### config.mk
export PLATFORM = sky130hd
export DESIGN_NAME = stopwatch_run_ctrl
export DESIGN_NICKNAME = d
export VERILOG_FILES = /design/src/rtl/sw_pkg.sv /design/src/rtl/sw_prescaler.sv /design/src/rtl/stopwatch_run_ctrl.sv
export SDC_FILE = /design/constraint.sdc
export NUM_CORES = 1
export LEC_CHECK = 0
export BUFFER_PORTS_ARGS = -buffer_cell sky130_fd_sc_hd__buf_2
export CAP_MARGIN = 20
export CORE_ASPECT_RATIO = 0.75
export CORE_MARGIN = 2
export CORE_UTILIZATION = 60
export CTS_CLUSTER_SIZE = 30
export DETAILED_ROUTE_END_ITERATION = 7
export GPL_TIMING_DRIVEN = 0
export PLACE_DENSITY = 0.78
export SYNTH_ARGS = -nofsm -noshare
export SYNTH_HDL_FRONTEND = slang
export SYNTH_SLANG_ARGS = --single-unit
### constraint.sdc
create_clock -name clk -period 2.1 [get_ports clk]
set_clock_uncertainty 0.05 [all_clocks]
set_input_delay 0.21 -clock clk [delete_from_list [all_inputs] [get_ports clk]]
set_output_delay 0.21 -clock clk [all_outputs]
set_load 0.02 [all_outputs]
### src/rtl/sw_pkg.sv
// Shared types and defaults for the stopwatch run controller.
// Holds the FSM state encoding and the default divider constants.
package sw_pkg;

  typedef enum logic [1:0] {
    S_IDLE  = 2'd0,
    S_RUN   = 2'd1,
    S_PAUSE = 2'd2,
    S_ERROR = 2'd3
  } sw_state_t;

  // 1 s count step and 0.25 s flash half-period at 100 MHz
  localparam int unsigned SW_TICK_DIV  = 100_000_000;
  localparam int unsigned SW_BLINK_DIV = 25_000_000;

endpackage

### src/rtl/sw_prescaler.sv
// Modulo-DIV cycle counter producing a one-cycle wrap pulse.
// Ports: clk, reset (sync, active-low), en (count), clr (sync zero),
//        wrap (high in the cycle the count sits at DIV-1 and advances).
module sw_prescaler #(
  parameter int unsigned DIV = 4
) (
  input  logic clk,
  input  logic reset,
  input  logic en,
  input  logic clr,
  output logic wrap
);

  localparam int unsigned W = (DIV > 1) ? $clog2(DIV) : 1;
  localparam logic [W-1:0] LAST = W'(DIV - 1);

  logic [W-1:0] cnt;
  logic         at_last;

  assign at_last = (cnt == LAST);

  // A clear in the same cycle swallows the wrap.
  assign wrap = en & ~clr & at_last;

  always_ff @(posedge clk) begin
    if (!reset) begin
      cnt <= '0;
    end else if (clr) begin
      cnt <= '0;
    end else if (en) begin
      if (at_last) begin
        cnt <= '0;
      end else begin
        cnt <= cnt + 1'b1;
      end
    end
  end

endmodule

### src/rtl/stopwatch_run_ctrl.sv
// Run/pause/error sequencer for the MM:SS stopwatch datapath.
// In: clk, reset (sync, active-low), start_btn, clear_btn, up, at_limit.
// Out: count_en, count_up, cnt_clr, error, blank, state[1:0].
module stopwatch_run_ctrl
  import sw_pkg::*;
#(
  parameter int unsigned TICK_DIV  = SW_TICK_DIV,
  parameter int unsigned BLINK_DIV = SW_BLINK_DIV
) (
  input  logic       clk,
  input  logic       reset,
  input  logic       start_btn,
  input  logic       clear_btn,
  input  logic       up,
  input  logic       at_limit,
  output logic       count_en,
  output logic       count_up,
  output logic       cnt_clr,
  output logic       error,
  output logic       blank,
  output logic [1:0] state
);

  sw_state_t state_q;

  logic in_run;
  logic in_err;
  logic mismatch;
  logic tick_en;
  logic tick_clr;
  logic tick_wrap;
  logic blink_en;
  logic blink_clr;
  logic blink_wrap;

  assign in_run   = (state_q == S_RUN);
  assign in_err   = (state_q == S_ERROR);
  assign mismatch = (up != count_up);

  // Tick counter only runs in RUN; any event that leaves RUN
  // zeroes it on the same edge so PAUSE always holds 0.
  assign tick_en  = in_run;
  assign tick_clr = clear_btn | ~in_run | mismatch
                  | at_limit | start_btn;

  // Flash counter only runs in ERROR and restarts on every entry.
  assign blink_en  = in_err;
  assign blink_clr = clear_btn | ~in_err
                   | (start_btn & ~mismatch);

  sw_prescaler #(
    .DIV (TICK_DIV)
  ) u_tick (
    .clk   (clk),
    .reset (reset),
    .en    (tick_en),
    .clr   (tick_clr),
    .wrap  (tick_wrap)
  );

  sw_prescaler #(
    .DIV (BLINK_DIV)
  ) u_blink (
    .clk   (clk),
    .reset (reset),
    .en    (blink_en),
    .clr   (blink_clr),
    .wrap  (blink_wrap)
  );

  always_ff @(posedge clk) begin
    if (!reset) begin
      state_q  <= S_IDLE;
      count_en <= 1'b0;
      count_up <= 1'b1;
      cnt_clr  <= 1'b0;
      error    <= 1'b0;
      blank    <= 1'b0;
    end else begin
      count_en <= 1'b0;
      cnt_clr  <= 1'b0;
      error    <= 1'b0;
      blank    <= 1'b0;
      if (clear_btn) begin
        state_q  <= S_IDLE;
        cnt_clr  <= 1'b1;
        count_up <= up;
      end else begin
        unique case (state_q)
          S_IDLE: begin
            if (start_btn) begin
              state_q  <= S_RUN;
              count_up <= up;
            end
          end
          S_RUN: begin
            if (mismatch) begin
              state_q <= S_ERROR;
              error   <= 1'b1;
            end else if (at_limit) begin
              state_q <= S_PAUSE;
            end else if (start_btn) begin
              state_q <= S_PAUSE;
            end else begin
              count_en <= tick_wrap;
            end
          end
          S_PAUSE: begin
            // A start at the limit would step past it; ignore it.
            if (start_btn && !at_limit) begin
              state_q  <= S_RUN;
              count_up <= up;
            end
          end
          S_ERROR: begin
            if (start_btn && !mismatch) begin
              state_q <= S_PAUSE;
            end else begin
              error <= 1'b1;
              blank <= blank ^ blink_wrap;
            end
          end
          default: begin
            state_q <= S_IDLE;
          end
        endcase
      end
    end
  end

  assign state = state_q;

endmodule

* After elaboration in Yosys (flattened, before gate mapping)
Cells that the tools add are included.
Storage, ports and cells: bits in registers 59, input port bits 6, output and inout bits 7
Cells by class: multiplexer cells 17, bitwise logic cells 18, add/sub/neg operators 2, eq/ne operators 12, reductions and logical operators 13
Operators with widths (count):
- $add A27 B1 Y27 const B | 1
- $eq A27 B27 Y1 const B | 1
- $mux W27 | 1
- $add A25 B1 Y25 const B | 1
- $eq A25 B25 Y1 const B | 1
- $mux W25 | 1
- $mux W2 | 6
- $pmux W2 S4 | 1
- $mux W1 | 6
- $ne A3 B3 Y1 const B | 2
- $not A1 Y1 | 6
- $or A1 B1 Y1 | 6
- $reduce_or A2 Y1 | 3
- $reduce_or A6 Y1 | 1
- $and A1 B1 Y1 | 5
- $eq A2 B2 Y1 const B | 2
- $ne A2 B2 Y1 const B | 2
- $ne A4 B3 Y1 const B | 1
- $pmux W1 S2 | 2
- $reduce_and A4 Y1 | 1
- $reduce_or A4 Y1 | 1
- $reduce_and A3 Y1 | 1
- $reduce_bool A3 Y1 | 1
- $eq A2 B1 Y1 const B | 1
- other kinds (6) | 8

* Depth between registers and ports, before layout
Gate-level depths: netlist of run 1.
depth in word-level cells 9, depth in mapped cells 7, depth with buffers taken out 5

* Modules after synthesis
A second synthesis of run 1 with hierarchy kept.
Unflattened totals: cell total of the unflattened synthesis 335, area total of the unflattened synthesis 2905.3 um^2
Modules (own cells, without submodules):
- sw_prescaler (u_tick) | seq. area each 540.5 um^2, area an instance 1365.1 um^2, times used 1, cells an instance 159
- sw_prescaler (u_blink) | seq. area each 500.5 um^2, area an instance 1212.4 um^2, times used 1, cells an instance 139
- stopwatch_run_ctrl | seq. area each 140.1 um^2, area an instance 327.8 um^2, times used 1, cells an instance 37

* Worst setup path after synthesis of run 1
No wires, ideal clock.
path type reg2reg, from reg state_q[0], in the netlist state[0], to reg u_tick.cnt[20], required time 1.980 ns, cell stages (with the launch flop) 8, setup time 0.070 ns, data arrival time 1.711 ns, path buffers 3, slack 0.269 ns, path through dfxtp_1 > buf_4 > and4b_1 > buf_6 > nand4_4 > buf_4 > or3_1 > a21oi_1
On the way: cells in the longest elaborated chain, start to end 7
RTL lines:
- start, declared | RTL line stopwatch_run_ctrl.sv:24 | sw_state_t state_q;
- start signal, assigned | RTL line stopwatch_run_ctrl.sv:73 | state_q <= S_IDLE;
- start signal, assigned | RTL line stopwatch_run_ctrl.sv:85 | state_q <= S_IDLE;
- start signal, assigned | RTL line stopwatch_run_ctrl.sv:92 | state_q <= S_RUN;
- $eq A2 B1 Y1 (*) | RTL line stopwatch_run_ctrl.sv:36 | assign in_run = (state_q == S_RUN);
- $not A1 Y1 (no line)
- $or A1 B1 Y1 (2 in series) | RTL line stopwatch_run_ctrl.sv:43 | assign tick_clr = clear_btn | ~in_run | mismatch
- $or A1 B1 Y1 (2 in series) | RTL line stopwatch_run_ctrl.sv:44 | | at_limit | start_btn;
- $reduce_or A2 Y1 (no line)
- end signal, assigned | RTL line sw_prescaler.sv:34 | cnt <= cnt + 1'b1;
- end, declared | RTL line sw_prescaler.sv:17 | logic [W-1:0] cnt;
Mark *: on every way between the ends. The rest lies on a longest branch, timed or not. A chain may end at the register's enable or synchronous reset.

* Final worst setup path of run 1
from reg state_q[0], in the netlist state[0], to reg u_blink.cnt[20]
On the way: cells in the longest elaborated chain, start to end 5
RTL lines:
- $eq A2 B2 Y1 (*) | RTL line stopwatch_run_ctrl.sv:37 | assign in_err = (state_q == S_ERROR);
- $not A1 Y1 (no line)
- $or A1 B1 Y1 | RTL line stopwatch_run_ctrl.sv:48 | assign blink_clr = clear_btn | ~in_err
- $or A1 B1 Y1 | RTL line stopwatch_run_ctrl.sv:49 | | (start_btn & ~mismatch);
- $reduce_or A2 Y1 (no line)
- end signal, assigned | RTL line sw_prescaler.sv:34
- end, declared | RTL line sw_prescaler.sv:17
Marks and branches as above.

==> metrics.yaml, run 1 <==
finish:
  drive_gt1_share_pct: 13.1
  antenna_cells: 0
  nets: 362
  syn_to_final_growth_pct: 12.4
  fin_util_pct: 71.1
  final_common_cell: "dfxtp_1"
  mostFrequentLayoutCells: "dfxtp_1, a21oi_1, nor2_1"
timing:
  clock.fmax_ghz: 0.502
  worstMarginPinSlew_ps: 508
  rsz0062_at_grt: "false"
  fin_crit_ps: 1990
  fin_crit_sh_pct: 94.8
  finalSetupViolCount: 0
  hold_violations: 0
  relSlewSlack_pct: 65.9
  setup_tns_ps: 0
  final_max_slew_viol_count: 0
power:
  p_clk_share_pct: 46.5
  p_seq_share_pct: 51.3
  p_sw_share_pct: 20.3
  pwr-share-comb_pct: 2.2
  p_leak_nw: 1.03
  p_int_mw: 1.75
  power_switching_uw: 445
  irDropWorstVdd_mv: 0.450
  power_density_nw_per_um2: 682
global_route:
  grt-ovfl-total: 0
  grt_usage_pct: 25.4
  antenna_found_initial: 0
  grt_max_degree: 11
  grt_pass1_vias: 2286
  grt_pass1_wl_mm: 10.7
floorplanning:
  dieArea_sq_um: 5340
  io_pins: 13
  placementRows: 21
  initial_core_util_pct: 63.2
  core-area_sq_um: 4520
  dieWidth_um: 83.7
  die_y_um: 63.8
worst_setup_path:
  crit_slowest_cell: "or4_1"
  crit_required_ps: 2320
  reg2reg_depth: 6
  endpoint_kind: "flop"
  reg2reg_to: "u_blink.cnt[20]"
  cp.arrival_ps: 2210
  cp-start-kind: "flop"
  r2r_start: "state[0]"
  ff2ff_setup_slack_ps: 110
  cpMostUsedCell: "buf_4"
  worstPathCellList: "buf_4 -> nand2_1 -> nand4b_1 -> buf_4 -> or4_1 -> a21oi_1"
  cp_max_fo: 10
  path_class: "reg -> reg"
  critPathMaxStageDelay_ps: 470
job:
  drv_cap: 0
synthesis:
  synth_seq_cells: 59
  syn_inst: 328
  syn_area_sq_um: 2860
  synth-main-ff-cell: "dfxtp_1"
  ys_seq_area_share_pct: 41.3
  synthTopCellsByArea: "dfxtp_1, a21oi_1, xor2_1, nand4_1, or3_1"
  synth_edf_count: 0
  yosysUniqueCellTypes: 44
  synth_top_area_share_pct: 41.3
  synth_top_area_cell: "dfxtp_1"
  synth-async-reset-ratio_pct: 0
  syn_avg_cell_area_sq_um: 8.71
  syn-num-nets: 336
  yosysWarningCount: 0
clock_network:
  root_buffer: "clkbuf_8"
  cts_tree: "built"
  clockBufferDepth: 2
  worstSkewPairLatency_ps: 340
  cts.clk_slew.worst_paths_ps: 60
  ctsHoldBuffers: 0
  cts_max_level: 3
  numCtsBuffers: 9
  clock-sinks: 59
worst_hold_path:
  hold_depth: 2
  min-delay-start: "reset"
  hp-class: "in -> reg"
  hold_end: "count_up"
routing:
  ant_nets: 0
  wirelength_mm: 6.03
  vias: 2547
  routed_via_density: 6.14
  drt_iter0_markers: 131
  post_drt_wl_per_cell_um: 14.5
  drc: 0
  dr.pass1.iters: 5
placement:
  place_congestion: 0.807
  hpwl_mm: 4.32
  port_buffers: 12
status:
  outcome: "complete, no violations"
## final cells by class
cell class | instances | area (sq um)
timing repair buffer | 15 | 82.6
clock buffer | 13 | 159
multi-input combinational | 246 | 1560
inverter | 7 | 26.3
tap | 57 | 71.3
buffer | 16 | 96.3
sequential | 59 | 1180
fill | 374 | 1310
clock inverter | 2 | 35.0
## flip-flops by register name, indices dropped and copies added (netlist names)
signal       cells
u_tick.cnt      27
u_blink.cnt     25
state            2
blank            1
cnt_clr          1
count_en         1
count_up         1
error            1
## power groups by stage
stage	registers, mW	clock network (mW)	logic [mW]
global placement	1.15	0	0.0464
global route	1.13	1.10	0.0540
finish	1.13	1.02	0.0482
CTS	1.13	1.05	0.0478
detailed placement	1.15	0	0.0475
floorplan	1.16	0	0.0248
## critical path: cells and delay by family, from the launching register on
kind | cells | cell delay (ps)
compound gates | 1 | 140
buf+inv | 2 | 380
flops | 1 | 350
simple gates | 3 | 1000
## worst max-delay path by stage
| stage | slack [ps] | to | startpoint | depth (start not counted) |
|---|---|---|---|---|
| floorplan | 270 | u_tick.cnt[20] | state[0] | 7 |
| global placement | 50 | u_tick.cnt[1] | u_tick.cnt[0] | 6 |
| detailed placement | 30 | u_tick.cnt[23] | u_tick.cnt[0] | 6 |
| CTS | 7 | u_tick.cnt[23] | u_tick.cnt[0] | 6 |
| global route | 8 | u_blink.cnt[20] | state[0] | 6 |
| finish | 110 | u_blink.cnt[20] | state[0] | 6 |
## cells in the mapped netlist (2+ instances only)
cell / instances
or4_1: 12
ha_1: 2
xnor2_1: 8
buf_4: 4
nand2_1: 17
nand4_1: 16
and3_1: 9
nand4_4: 2
mux2i_1: 2
and2_1: 7
and4b_1: 2
buf_2: 4
o31ai_1: 12
clkbuf_1: 6
nor3_1: 2
nor2_1: 25
nor4_1: 3
nand3_1: 19
o21ai_0: 18
inv_1: 7
a21oi_1: 31
dfxtp_1: 59
and4_1: 9
nand2b_1: 2
xor2_1: 14
or3_1: 16
nor4b_1: 2
buf_6: 2
## metal layers
layer | GRT usage [%] | part of all wire [%]
met1 | 37.3 | 52
met2 | 34.1 | 40
met3 | 10.2 | 7.2
met4 | 7.46 | 1.3
met5 | 0 | 0
## what timing repair did
item	in CTS	in global routing
setup endpoints to repair	0	39
buffers inserted	0	3
gates resized for setup	0	4
## cell families after synthesis
kind of cell | after synthesis | share of synthesized area [%]
simple gates | 149 | 31.1
fa+ha+maj | 2 | 0.876
xor+xnor | 22 | 6.74
mux | 2 | 0.701
buf+inv | 23 | 4.25
compound gates | 71 | 15.0
flops | 59 | 41.3
## metrics by stage
stage / worst slack, ps / cells / power [mW] / cell area [sq um] / hold WS, ps
after floorplan: 269 / 328 / 1.18 / 2860 / 222
after global placement: 49.4 / 397 / 1.20 / 2990 / 358
after detailed placement: 29.2 / 397 / 1.20 / 2990 / 368
after CTS: 7.23 / 412 / 2.22 / 3180 / 10.4
after global routing: 8.01 / 415 / 2.28 / 3210 / 26.1
final: 110 / 415 / 2.19 / 3210 / 24.0
(Power assumes the default switching activity.)
==> inputs of run 2 (changes only) <==
--- a/config.mk
+++ b/config.mk
@@ -9,11 +9,11 @@
 export CAP_MARGIN = 20
 export CORE_ASPECT_RATIO = 0.75
 export CORE_MARGIN = 2
-export CORE_UTILIZATION = 60
+export CORE_UTILIZATION = 61
 export CTS_CLUSTER_SIZE = 30
 export DETAILED_ROUTE_END_ITERATION = 7
 export GPL_TIMING_DRIVEN = 0
-export PLACE_DENSITY = 0.78
+export PLACE_DENSITY = 0.79
 export SYNTH_ARGS = -nofsm -noshare
 export SYNTH_HDL_FRONTEND = slang
 export SYNTH_SLANG_ARGS = --single-unit
==> constraint.sdc (replaced) <==
create_clock -name clk -period 2.1 [get_ports clk]
set_clock_uncertainty 0.05 [all_clocks]
set_input_delay 0.21 -clock clk [delete_from_list [all_inputs] [get_ports clk]]
set_output_delay 0.21 -clock clk [all_outputs]
set_load 0.005 [all_outputs]
==> run 2 against run 1 <==
Clock-buffer cell count shrank 1. Sequential power is essentially flat. Fmax up 3.0%. Sequential cell count unchanged. Sequential share of layout area shrank 0.30 points. Global-route usage is 1.2 points higher. First-iteration DRC count increased by 53%. Non-clock buffer count down 1. Clock power is 16% higher.
==> metrics.yaml, run 2 (synthesis results as in run 1) <==
finish:
  max_flop_register: "u_tick.cnt"
  final_common_cell: "dfxtp_1"
  drive_gt1_share_pct: 13.4  # +0.28 points
  mostFrequentLayoutCells: "dfxtp_1, a21oi_1, nor2_1"
  syn_to_final_growth_pct: 13.4
  largest_reg_flops: 27  # unchanged
  nets: 361  # -0.28%
  antenna_cells: 0  # unchanged
placement:
  place_congestion: 0.828  # +2.6%
  hpwl_mm: 4.33  # +0.15%
  port_buffers: 12  # unchanged
floorplanning:
  dieWidth_um: 83.0  # -0.78%
  core-area_sq_um: 4490  # -0.58%
  io_pins: 13  # unchanged
  dieArea_sq_um: 5250  # -1.6%
  initial_core_util_pct: 63.6  # +0.37 points
  placementRows: 21  # unchanged
  die_y_um: 63.3  # -0.78%
global_route:
  antenna_found_initial: 0  # unchanged
  grt-ovfl-total: 0  # unchanged
  grt_usage_pct: 26.6  # +1.2 points
  grt_pass1_vias: 2361  # +3.3%
  grt_pass1_wl_mm: 11.2  # +4.8%
  grt_max_degree: 11  # unchanged
status:
  outcome: "complete, no violations"
timing:
  fin_crit_ps: 1930  # -57.6 ps
  fin_crit_sh_pct: 92.0  # -2.7 points
  holdWs_ps: 10.1  # -13.9 ps
  rsz0062_at_grt: "false"
  clock.fmax_ghz: 0.517  # +3.0%
  hold_violations: 0  # unchanged
  worstMarginPinSlew_ps: 473  # -34.7 ps
  final_max_slew_viol_count: 0  # unchanged
  finalSetupViolCount: 0  # unchanged
  setup_tns_ps: 0  # unchanged
  relSlewSlack_pct: 68.2  # +2.3 points
routing:
  wirelength_mm: 6.46  # +7.2%
  drc: 0  # unchanged
  routed_via_density: 6.23  # +1.5%
  vias: 2585  # +1.5%
  post_drt_wl_per_cell_um: 15.6  # +7.2%
  ant_nets: 0  # unchanged
  drt_iter0_markers: 200  # +53%
  dr.pass1.iters: 4  # -1
clock_network:
  numCtsBuffers: 9  # unchanged
  cts_max_level: 3  # unchanged
  worstSkewPairLatency_ps: 350  # about the same
  root_buffer: "clkbuf_8"
  clock-sinks: 59  # unchanged
  cts.clk_slew.worst_paths_ps: 60  # about the same
  ctsHoldBuffers: 0  # unchanged
  clockBufferDepth: 2  # unchanged
  cts_tree: "built"
job:
  drv_cap: 0  # unchanged
worst_setup_path:
  crit_slowest_cell: "dfxtp_1"
  endpoint_kind: "flop"
  crit_required_ps: 2330  # about the same
  cp-start-kind: "flop"
  cp_max_fo: 10  # unchanged
  critPathMaxStageDelay_ps: 370  # -100 ps
  cp.arrival_ps: 2160  # -50 ps
  path_class: "reg -> reg"
  worstPathCellList: "ha_1 -> and3_1 -> nand4b_1 -> clkbuf_2 -> or3_1 -> a21oi_1"
worst_hold_path:
  hp-class: "in -> reg"
power:
  irDropWorstVdd_mv: 0.569  # +27%
  p_leak_nw: 1.04  # +0.87%
  power_density_nw_per_um2: 725  # +6.3%
==> run 2: cell count changes in the layout (fill, tap and decap cells not counted), sizes merged <==
cell and delta:
buf -1, clkbuf -1, clkinvlp +1, bufinv +1
==> run 2: routing by layer <==
metal	routed length [um]	up-vias	track usage [%]
met5	0	-	0
met4	76	0	8.40
met3	484	11	9.17
met2	2700	87	38.0
met1	3200	1217	37.8
li1	-	1270	-
==> run 2: where the power goes <==
group          switching [mW]  total [mW]  leakage (nW)  internal (mW)
Sequential            0.00266        1.13         0.476           1.12
Combinational          0.0245      0.0436         0.449         0.0190
Clock                   0.449        1.18         0.113          0.731
==> run 2: cell type report <==
class	instances	area (sq um)
multi-input combinational	246	1560
fill	352	1250
sequential	59	1180
clock buffer	12	155
buffer	16	96.3
timing repair buffer	14	75.1
clock inverter	4	72.6
tap	57	71.3
inverter	7	26.3
==> run 2: worst paths after layout <==
check	slack (ps)	from	end	cells past startpoint
min	10	reset	count_up	2
min reg2reg	440	u_tick.cnt[26]	u_tick.cnt[26]	2
max reg2reg	170	u_blink.cnt[0]	u_blink.cnt[14]	6
max	170	u_blink.cnt[0]	u_blink.cnt[14]	6
==> run 2: critical path: cells and delay by family (launching register included) <==
| family | cells | cell delay [ps] |
|---|---|---|
| simple gates | 3 | 790 |
| buf+inv | 1 | 270 |
| flops | 1 | 370 |
| compound gates | 1 | 140 |
| fa+ha+maj | 1 | 250 |
==> run 2: through the flow <==
stage / total power [mW] / area, sq um / utilization [%] / cells / setup WS, ps
final: 2.35 / 3240 / 72.1 / 415 / 167
after global routing: 2.41 / 3240 / 72.1 / 415 / 28.0
after CTS: 2.36 / 3220 / 71.6 / 413 / 4.37
after detailed placement: 1.19 / 2990 / 66.5 / 397 / 35.3
after global placement: 1.19 / 2990 / 66.5 / 397 / 39.0
after floorplan: 1.18 / 2860 / - / 328 / 376
==> run 2: timing repair <==
item	CTS	global route
setup endpoints to repair	0	41
buffers inserted	0	2
gates resized for setup	0	4
==> inputs of run 3 (changes only) <==
--- a/config.mk
+++ b/config.mk
@@ -12,7 +12,6 @@
 export CORE_UTILIZATION = 61
 export CTS_CLUSTER_SIZE = 30
 export DETAILED_ROUTE_END_ITERATION = 7
-export GPL_TIMING_DRIVEN = 0
 export PLACE_DENSITY = 0.79
 export SYNTH_ARGS = -nofsm -noshare
 export SYNTH_HDL_FRONTEND = slang
==> run 3 against run 2 <==
Register-to-register slack barely moved. Final cell count fell by 2.2%. First-iteration DRC count rose by 7.0%. Via count fell by 1.9%. Worst hold slack improved by 7.9 ps. Sequential share of layout area rose by 0.67 points. Design area fell by 1.8%. Routed wire length fell by 7.6%. Sequential cell count did not move. Clock-buffer cell count rose by 1. Global-route usage fell by 1.6 points. Sequential power barely moved.
==> metrics.yaml, run 3 (synthesis results as in run 1) <==
finish:
  drive_gt1_share_pct: 12.0  # -1.4 points
  nets: 353  # -2.2%
  mostFrequentLayoutCells: "dfxtp_1, a21oi_1, nor2_1"
  antenna_cells: 0  # unchanged
  max_flop_register: "u_tick.cnt"
  largest_reg_flops: 27  # unchanged
  syn_to_final_growth_pct: 11.3
  fin_util_pct: 70.8  # -1.3 points
  nFillCells: 357  # +1.4%
  final_common_cell: "dfxtp_1"
floorplanning:
  placementRows: 21  # unchanged
  initial_core_util_pct: 63.6  # unchanged
  dieWidth_um: 83.0  # unchanged
  dieArea_sq_um: 5250  # unchanged
  io_pins: 13  # unchanged
  die_y_um: 63.3  # unchanged
  core-area_sq_um: 4490  # unchanged
routing:
  dr_wl_met2_mm: 2.35  # -13%
  wl_met3_um: 415  # -14%
  wl_met1_mm: 3.13  # -2.2%
  routed_via_density: 6.24  # +0.24%
  vias: 2535  # -1.9%
  top_layer_used: "met4"
  drt_iter0_markers: 214  # +7.0%
  post_drt_wl_per_cell_um: 14.7  # -5.6%
  dr.pass1.iters: 5  # +1
  wirelength_mm: 5.97  # -7.6%
  drc: 0  # unchanged
  ant_nets: 0  # unchanged
clock_network:
  cts_max_level: 3  # unchanged
  cts_setup_buffers: 0  # unchanged
  worstSkewPairLatency_ps: 340  # about the same
  numCtsBuffers: 9  # unchanged
  cts_tree: "built"
  cts.clk_slew.worst_paths_ps: 60  # about the same
  clockBufferDepth: 2  # unchanged
  root_buffer: "clkbuf_8"
  clock-sinks: 59  # unchanged
global_route:
  antenna_found_initial: 0  # unchanged
  grt-ovfl-total: 0  # unchanged
  grt_pass1_vias: 2306  # -2.3%
  grt_pass1_wl_mm: 10.6  # -5.8%
  grt_usage_pct: 25.1  # -1.6 points
  grt_max_degree: 26  # +15
worst_setup_path:
  worstPathCellList: "and4b_1 -> nand4_4 -> or4_1 -> a21oi_1"
  path_class: "reg -> reg"
  cp.arrival_ps: 2150  # about the same
  cp-start-kind: "flop"
  endpoint_kind: "flop"
  crit_required_ps: 2310  # -20 ps
  crit_slowest_cell: "or4_1"
  ff2ff_setup_slack_ps: 170  # about the same
  critPathMaxStageDelay_ps: 570  # +200 ps
  cp_max_fo: 14  # +4
timing:
  fin_crit_sh_pct: 92.1  # about the same
  finalSetupViolCount: 0  # unchanged
  worstMarginPinSlew_ps: 475  # +1.52 ps
  hold_violations: 0  # unchanged
  relSlewSlack_pct: 68.1  # -0.10 points
  clock.fmax_ghz: 0.517  # about the same
  rsz0062_at_grt: "false"
  fin_crit_ps: 1930  # +1.52 ps
  final_max_slew_viol_count: 0  # unchanged
  setup_tns_ps: 0  # unchanged
worst_hold_path:
  hp-class: "in -> reg"
placement:
  hpwl_mm: 4.08  # -5.7%
  place_congestion: 0.839  # +1.4%
  port_buffers: 12  # unchanged
power:
  irDropWorstVdd_mv: 0.420  # -26%
  power_density_nw_per_um2: 687  # -5.3%
  p_leak_nw: 1.02  # -1.6%
status:
  outcome: "complete, no violations"
job:
  drv_cap: 0  # unchanged
## run 3: stage by stage
| stage | cells | hold WS [ps] | area (sq um) | worst slack (ps) | total power [mW] |
|---|---|---|---|---|---|
| after floorplan | 328 | 222 | 2860 | 376 | 1.18 |
| final | 406 | 18.0 | 3180 | 166 | 2.18 |
| after CTS | 406 | 4.62 | 3180 | 190 | 2.20 |
| after global placement | 391 | 357 | 2980 | 259 | 1.19 |
| after detailed placement | 391 | 360 | 2980 | 230 | 1.19 |
| after global routing | 406 | 11.5 | 3180 | 13.5 | 2.26 |
## run 3: layout make-up
cell class	instances	area (sq um)	share of cell area (%)
Tap cell	57	71.3	2.24
Inverter	7	26.3	0.826
Clock buffer	13	159	5.00
Clock inverter	2	35.0	1.10
Multi-Input combinational cell	246	1560	49.1
Sequential cell	59	1180	37.1
Timing Repair Buffer	22	148	4.64
## run 3: where the power goes
part | switching [mW] | leakage [nW] | internal (mW) | total [mW]
registers | 0.00407 | 0.476 | 1.12 | 1.13
logic | 0.0223 | 0.446 | 0.0176 | 0.0399
clock network | 0.412 | 0.0995 | 0.605 | 1.02
total | 0.438 | 1.02 | 1.75 | 2.18
## run 3: timing repair
action / 4_1_cts / 5_1_grt
hold buffers: 0 / 0
endpoints found under the setup margin: 0 / 3
resized for setup: 0 / 1
## run 3: critical path: cells and delay by family (launching register included)
family	cells	cell delay, ps
simple gates	3	1260
flops	1	390
compound gates	1	160
## run 3: path summary, 6_finish.rpt
check	start	endpoint	cells past startpoint
worst max-delay path	state[1]	u_tick.cnt[25]	4
worst min-delay path	reset	count_up	2
worst max register to register	state[1]	u_tick.cnt[25]	4
worst min register to register	u_blink.cnt[24]	u_blink.cnt[24]	2
## run 3: layer usage
layer	GRT usage, %	up-vias
met5	0	-
met4	7.99	0
met3	8.39	10
met2	35.2	82
met1	36.1	1196
li1	-	1247
